===== src/rtl/dotn_mac.sv =====
// dotn_mac: sequential fixed-point dot product with shift-add multiplier, chaining and final rounding/saturation
module dotn_mac #(
    parameter int W     = 16,
    parameter int FRAC  = 8,
    parameter int N     = 4,
    parameter int GUARD = 8,
    parameter int ROUND = 1,
    parameter int SAT   = 1
) (
    input  logic           clk_i,
    input  logic           reset_i,
    input  logic           start_i,
    input  logic           acc_en_i,
    input  logic [N*W-1:0] v1_i,
    input  logic [N*W-1:0] v2_i,
    output logic           busy_o,
    output logic           done_o,
    output logic [W-1:0]   result_o,
    output logic           overflow_o
);
    localparam int AW = 2 * W + GUARD;
    localparam int CW = W > 1 ? $clog2(W) : 1;
    localparam int KW = N > 1 ? $clog2(N) : 1;
    localparam logic [AW:0] RND = (ROUND != 0 && FRAC > 0) ? ((AW + 1)'(1) << FRAC) >> 1 : '0;
    localparam logic [W-1:0] MAXV = {1'b0, {(W - 1){1'b1}}};
    localparam logic [W-1:0] MINV = {1'b1, {(W - 1){1'b0}}};

    typedef enum logic [1:0] {IDLE, MUL, ACC, FIN} state_t;

    state_t          state_q, state_d;
    logic [N*W-1:0]  v1_q, v1_d, v2_q, v2_d, v1_nxt, v2_nxt;
    logic [2*W-1:0]  mcand_q, mcand_d, prod_q, prod_d, term;
    logic [W-1:0]    mplier_q, mplier_d, la, lb, result_q, result_d;
    logic [CW-1:0]   cnt_q, cnt_d;
    logic [KW-1:0]   k_q, k_d;
    logic [AW-1:0]   acc_q, acc_d, sum;
    logic [AW:0]     rs, r;
    logic            ovf_q, ovf_d, done_q, done_d, in_rng;

    // Lane operands come from the inputs on acceptance, otherwise from the next lane of the latched vectors
    always_comb begin
        v1_nxt = v1_q >> W;
        v2_nxt = v2_q >> W;
        la     = (state_q == IDLE) ? v1_i[W-1:0] : v1_nxt[W-1:0];
        lb     = (state_q == IDLE) ? v2_i[W-1:0] : v2_nxt[W-1:0];
        term   = mplier_q[0] ? mcand_q : '0;
        sum    = acc_q + {{GUARD{prod_q[2*W-1]}}, prod_q};
        rs     = {acc_q[AW-1], acc_q} + RND;
        r      = $signed(rs) >>> FRAC;
        in_rng = (&r[AW:W-1]) | ~(|r[AW:W-1]);
    end

    // Next-state logic: the multiplier bit of weight -2^(W-1) is subtracted to keep the product exact
    always_comb begin
        state_d  = state_q;
        v1_d     = v1_q;
        v2_d     = v2_q;
        mcand_d  = mcand_q;
        mplier_d = mplier_q;
        prod_d   = prod_q;
        cnt_d    = cnt_q;
        k_d      = k_q;
        acc_d    = acc_q;
        result_d = result_q;
        ovf_d    = ovf_q;
        done_d   = 1'b0;
        unique case (state_q)
            IDLE: if (start_i) begin
                v1_d     = v1_i;
                v2_d     = v2_i;
                acc_d    = acc_en_i ? acc_q : '0;
                mcand_d  = {{W{la[W-1]}}, la};
                mplier_d = lb;
                prod_d   = '0;
                cnt_d    = '0;
                k_d      = '0;
                state_d  = MUL;
            end
            MUL: begin
                prod_d   = (cnt_q == CW'(W - 1)) ? prod_q - term : prod_q + term;
                mcand_d  = mcand_q << 1;
                mplier_d = mplier_q >> 1;
                cnt_d    = cnt_q + CW'(1);
                state_d  = (cnt_q == CW'(W - 1)) ? ACC : MUL;
            end
            ACC: begin
                acc_d    = sum;
                v1_d     = v1_nxt;
                v2_d     = v2_nxt;
                mcand_d  = {{W{la[W-1]}}, la};
                mplier_d = lb;
                prod_d   = '0;
                cnt_d    = '0;
                k_d      = k_q + KW'(1);
                state_d  = (k_q == KW'(N - 1)) ? FIN : MUL;
            end
            FIN: begin
                result_d = (in_rng || SAT == 0) ? r[W-1:0] : (r[AW] ? MINV : MAXV);
                ovf_d    = ~in_rng;
                done_d   = 1'b1;
                state_d  = IDLE;
            end
            default: state_d = IDLE;
        endcase
    end

    // State registers; reset aborts any operation and clears the chained sum
    always_ff @(posedge clk_i) begin
        if (reset_i) begin
            state_q  <= IDLE;
            v1_q     <= '0;
            v2_q     <= '0;
            mcand_q  <= '0;
            mplier_q <= '0;
            prod_q   <= '0;
            cnt_q    <= '0;
            k_q      <= '0;
            acc_q    <= '0;
            result_q <= '0;
            ovf_q    <= 1'b0;
            done_q   <= 1'b0;
        end else begin
            state_q  <= state_d;
            v1_q     <= v1_d;
            v2_q     <= v2_d;
            mcand_q  <= mcand_d;
            mplier_q <= mplier_d;
            prod_q   <= prod_d;
            cnt_q    <= cnt_d;
            k_q      <= k_d;
            acc_q    <= acc_d;
            result_q <= result_d;
            ovf_q    <= ovf_d;
            done_q   <= done_d;
        end
    end

    assign busy_o     = state_q != IDLE;
    assign done_o     = done_q;
    assign result_o   = result_q;
    assign overflow_o = ovf_q;
endmodule


===== config.mk =====
export PLATFORM = sky130hd
export DESIGN_NAME = dotn_mac
export DESIGN_NICKNAME = d
export VERILOG_FILES = /design/src/rtl/dotn_mac.sv
export SDC_FILE = /design/constraint.sdc
export NUM_CORES = 1
export LEC_CHECK = 0
export BUFFER_PORTS_ARGS = -buffer_cell sky130_fd_sc_hd__buf_2
export CORE_MARGIN = 5
export CORE_UTILIZATION = 60
export CTS_CLUSTER_SIZE = 28
export DETAILED_ROUTE_END_ITERATION = 8
export GPL_TIMING_DRIVEN = 0
export PLACE_DENSITY_LB_ADDON = 0.12
export SYNTH_ARGS = -nofsm -noshare
export SYNTH_HDL_FRONTEND = slang
export SYNTH_SLANG_ARGS = --single-unit

===== constraint.sdc =====
create_clock -name clk_i -period 5 [get_ports clk_i]
set_input_delay 0.75 -clock clk_i [delete_from_list [all_inputs] [get_ports clk_i]]
set_output_delay 0.75 -clock clk_i [all_outputs]
set_load 0.02 [all_outputs]

After elaboration in Yosys (flattened, before gate mapping). Index checks and enable logic that the tools add are counted.

Flip-flop bits (word level): 274. Latch bits: 0. RAM bits: 0. ROM bits: 0. Input bits: 132. Output and inout bits: 19. Word-level logic and storage cells: 65. Memories: 0.

Add/subtract/negate cells: 6. $mul: 0. Div/mod/pow operators: 0. Order comparisons: 0. Equal/unequal tests: 7. Shifts and indexed selects: 0. Muxes and demuxes: 28. Bitwise gates (word level): 3. Reductions and logical operators: 9.

Operators with widths (count): $pmux W64 S2 (2); $pmux W32 S3 (2); $mux W32 (4); $mux W64 (2); $mux W16 (5); $mux W40 (2); $pmux W40 S2 (1); $pmux W16 S3 (1); $add A40 B9 Y41 const B (1); $add A40 B40 Y40 (1); $add A32 B32 Y32 (1); $sub A32 B32 Y32 (1); $reduce_and A18 Y1 (1); $reduce_or A18 Y1 (1); $pmux W4 S3 (1); $mux W2 (4); $pmux W2 S4 (1); $eq A2 B2 Y1 const B (3); $add A4 B1 Y4 const B (1); $eq A4 B4 Y1 const B (1); $mux W4 (1); $ne A2 B2 Y1 const B (2); $pmux W2 S2 (1); $reduce_and A2 Y1 (2); other kinds (9) (11).

Longest topological paths before layout.
Depth in word-level cells: 5. Gate-level depth with buffers: 21. Mapped depth without buffers: 18.

Worst setup path after synthesis. No wires, ideal clock.

Kind: register -> register. Start point: register mplier_q[0]. End point: register prod_q[15]. Arrival: 4.424 ns. Required time: 4.872 ns. Path slack: 0.449 ns. Stages on the path, launching flop included: 21. Path buffers: 3. Clock period less this slack: 4.551 ns. Cells stage by stage: dfxtp_1 -> clkbuf_1 -> buf_1 -> clkbuf_1 -> nand2_1 -> ha_1 -> nand4_1 -> a21oi_1 -> and2_1 -> nor2_1 -> o221ai_1 -> ha_1 -> a2111o_1 -> o211ai_1 -> o21bai_1 -> o21ai_0 -> o31a_1 -> o21a_1 -> or3_1 -> a32oi_1 -> nor2_1.

Longest elaborated chain between the ends: 4.

RTL lines: start: declaration (RTL line 33) `logic [W-1:0] mplier_q, mplier_d, la, lb, result_q, result_d;`; start signal: assignment (RTL line 127) `mplier_q <= mplier_d;`; $mux W32 (*) (RTL line 46) `term = mplier_q[0] ? mcand_q : '0;`; $add A32 B32 Y32 or $sub A32 B32 Y32 (tied branches) (RTL line 80) `prod_d = (cnt_q == CW'(W - 1)) ? prod_q - term : prod_q + term;`; $mux W32 (*) (RTL line 80); $pmux W32 S3 (*) (RTL line 67) `unique case (state_q)`; end signal: assignment (RTL line 128) `prod_q <= prod_d;`; end: declaration (RTL line 32) `logic [2*W-1:0] mcand_q, mcand_d, prod_q, prod_d, term;`.

Every way passes the cells marked *; elsewhere a longest branch is shown, timed or not. A chain may end at the register's enable or synchronous reset.

Worst setup path in the final report.
Start point: register mplier_q[0]. End point: register prod_q[16].

Same word-level chain as after synthesis.

==> flow_summary.ini <==
[global_routing]
track_usage_pct = 30.7
grt_pass1_wl_microns = 73400
grt_overflow = 0
antenna_found_initial = 5
grt_max_degree = 14
grt_pass1_vias = 14900

[routing]
first_iter_violations = 1299
drt-pass1-iter-count = 6
vias = 15300
drc_errors = 0
avgViaCountPerCell = 6.01
postRouteAntennaNets = 0
wire_per_inst_microns = 17.8
drt-total-wl_microns = 45300

[synthesis]
synthCells = 2007
yosysTopAreaCell = dfxtp_1
synth-edff-count = 0
syn_area_sq_um = 15100
synth_cell_types = 87
ys_seq_area_share_pct = 32.1
async_reset_ff_share_pct = 0
synth_area_leaders = dfxtp_1, nand2_1, ha_1, a21oi_1, nor2_1
synth_common_cells = nand2_1, dfxtp_1, nor2_1, a21oi_1, o21ai_0
ys.flop_type = dfxtp_1
ys_ff_latch = 242
yosysMostFrequentCell = nand2_1
syn_area_per_cell_sq_um = 7.53
syn_nets = 2215
yosysWarnings = 0
synth_top_area_share_pct = 32.1

[clocking]
path_clk_slew_ns = 0.06
cts_tree = done
clockBufferDepth = 3
ctsHtreeMaxLevel = 1
root_buffer = clkbuf_16
cts-buffers-inserted = 26
cts.sinks = 242
clk_latency_ns = 0.55

[placed_design]
numPortBuffers = 149
place_hpwl_microns = 35000
pre_cts_ws_ns = -1.18
gp_congestion = 0.976

[finish]
drive_above_1_share_pct = 11.8
syn_to_final_growth_pct = 14.1
finalNetCount = 2398
final_core_util_pct = 69.1

[power]
ir_drop_mv = 0.259
cellPowerDensity_nw_per_um2 = 335
p_leak_nw = 7.15
fin_total_pwr_mw = 5.78

[sta]
max_freq_mhz = 204
tightest_slew_ns = 0.944
setup_viol = 0
timing.final.ws_setup_ns = 0.0994
holdWs_ns = 0.434
max_slew_margin_pct = 37.1
period_needed_ns = 4.90
hold_viol_final = 0
rsz0062_at_grt = no
fin_skew_ns = 0.0227
final_max_slew_viol_count = 0
timing.final.crit_share_pct = 98.0

[worst_setup_path]
cp.depth = 19
crit_type = register to register
crit_fanout = 10
slowest_stage = dfxtp_2
cp-end-kind = register
rr_worst_depth = 19
max_stage_delay_ns = 0.42
worstPathRequired_ns = 5.42
path_buf_inv = 4
crit_chain = clkbuf_4 > buf_4 > clkbuf_4 > nand2_1 > ha_2 > nand4_1 > a21oi_2 > and2_4 > nor2_4 > buf_4 > o221ai_1 > ha_1 > or3_1 > o211ai_1 > a21boi_0 > o21ai_0 > a2111oi_1 > or3_1 > a32o_1
arrival_ns = 5.32
cp_top_family = compound AO/OA/AOI/OAI gates
critPathLaunchType = register

[die]
coreArea_sq_um = 25000
die_y_microns = 169
dieArea_sq_um = 28500
rows = 58
dieWidth_microns = 169
ios = 151
initial_core_util_pct = 60.6

[outcome]
status = completed

[hold_path]
hold_class = input pin to register
hold_depth = 3

[job]
cap_viol_max_count = 0
cell usage in the layout, fill, tap and decap left out, types with 15 or more instances in the layout:
master / Yosys / final
xor2_1: 35 / 35
nor2_1: 191 / 190
or3_1: 17 / 17
buf_2: 0 / 149
nand2_1: 381 / 381
a21o_1: 40 / 40
mux2i_1: 38 / 38
nand3_1: 65 / 65
dfxtp_1: 242 / 241
and3_1: 15 / 15
a311oi_1: 67 / 67
inv_1: 31 / 31
o21ai_0: 110 / 108
clkbuf_16: 0 / 26
xnor2_1: 47 / 47
a31oi_1: 17 / 17
o21a_1: 21 / 21
nand2b_1: 18 / 18
ha_1: 74 / 72
a21oi_1: 182 / 180
nand4_1: 15 / 15
a22oi_1: 23 / 23
nor3_1: 44 / 44
clkbuf_1: 108 / 107
state kept, by name, indices dropped and copies added, names as in the netlist:
register and count:
prod_q 32, acc_q 40, overflow_o 1, cnt_q 4
done_o 1, v2_q 48, v1_q 48, mplier_q 16
k_q 2, mcand_q 32, state_q 2, result_o 16
worst paths after layout:
check | start | endpoint | slack (ns)
max | mplier_q[0] | prod_q[16] | 0.1
min | v1_i[52] | v1_q[52] | 0.43
max reg2reg | mplier_q[0] | prod_q[16] | 0.1
min reg2reg | mplier_q[4] | mplier_q[4] | 0.46
area by class of cell:
type	instances	area [sq um]
Clock buffer	35	744
Timing Repair Buffer	155	791
Inverter	31	116
Multi-Input combinational cell	1605	9690
Sequential cell	242	4850
Tap cell	330	413
Fill cell	2193	7720
Antenna cell	1	2.50
Buffer	129	547
Clock inverter	10	91.3
power by group:
| group | total (mW) | internal, mW | switching, mW |
|---|---|---|---|
| Sequential | 2.20 | 2.06 | 0.136 |
| Clock | 1.89 | 1.09 | 0.795 |
| Combinational | 1.70 | 0.714 | 0.989 |
| Total | 5.78 | 3.86 | 1.92 |
worst register-to-register path: stages (launching register included):
cell and delay [ns]:
dfxtp_2 0.42, clkbuf_4 0.25, buf_4 0.21, clkbuf_4 0.24, nand2_1 0.16, ha_2 0.26
nand4_1 0.20, a21oi_2 0.08, and2_4 0.17, nor2_4 0.23, buf_4 0.16, o221ai_1 0.16
ha_1 0.28, or3_1 0.37, o211ai_1 0.27, a21boi_0 0.17, o21ai_0 0.41, a2111oi_1 0.17
or3_1 0.33, a32o_1 0.24
per-layer routing:
metal | track usage [%] | share of wire (%)
met5 | 0 | 0.095
met4 | 11.5 | 4.0
met3 | 4.55 | 6.9
met2 | 55.3 | 48
met1 | 36.9 | 41
stage by stage:
stage                     TNS (ns)  instance area (sq um)  std cells
after floorplan                  0                  15100       2007
final                            0                  17200       2538
after CTS                        0                  17100       2531
after global placement      -17.48                  16300       2486
after detailed placement    -19.00                  16300       2486
after global routing             0                  17200       2538
timing repair:
action / CTS / global route
endpoints found under the hold margin: 0 / 0
setup endpoints to repair: 24 / 14
gates resized for setup: 14 / 13
pin swaps: 0 / 5
hold buffers: 0 / 0
buffers inserted: 0 / 6
logic make-up after synthesis:
| logic type | Yosys count | share of synthesized area (%) |
|---|---|---|
| AND/OR/NAND/NOR | 820 | 24.3 |
| AO/OA/AOI/OAI | 586 | 25.5 |
| flip-flops | 242 | 32.1 |
| buffers and inverters | 160 | 4.30 |
| XOR/XNOR | 82 | 4.75 |
| adder cells (fa/ha/maj) | 76 | 6.39 |
| multiplexers | 41 | 2.74 |
No activity file was read; power rests on OpenSTA's default activity.
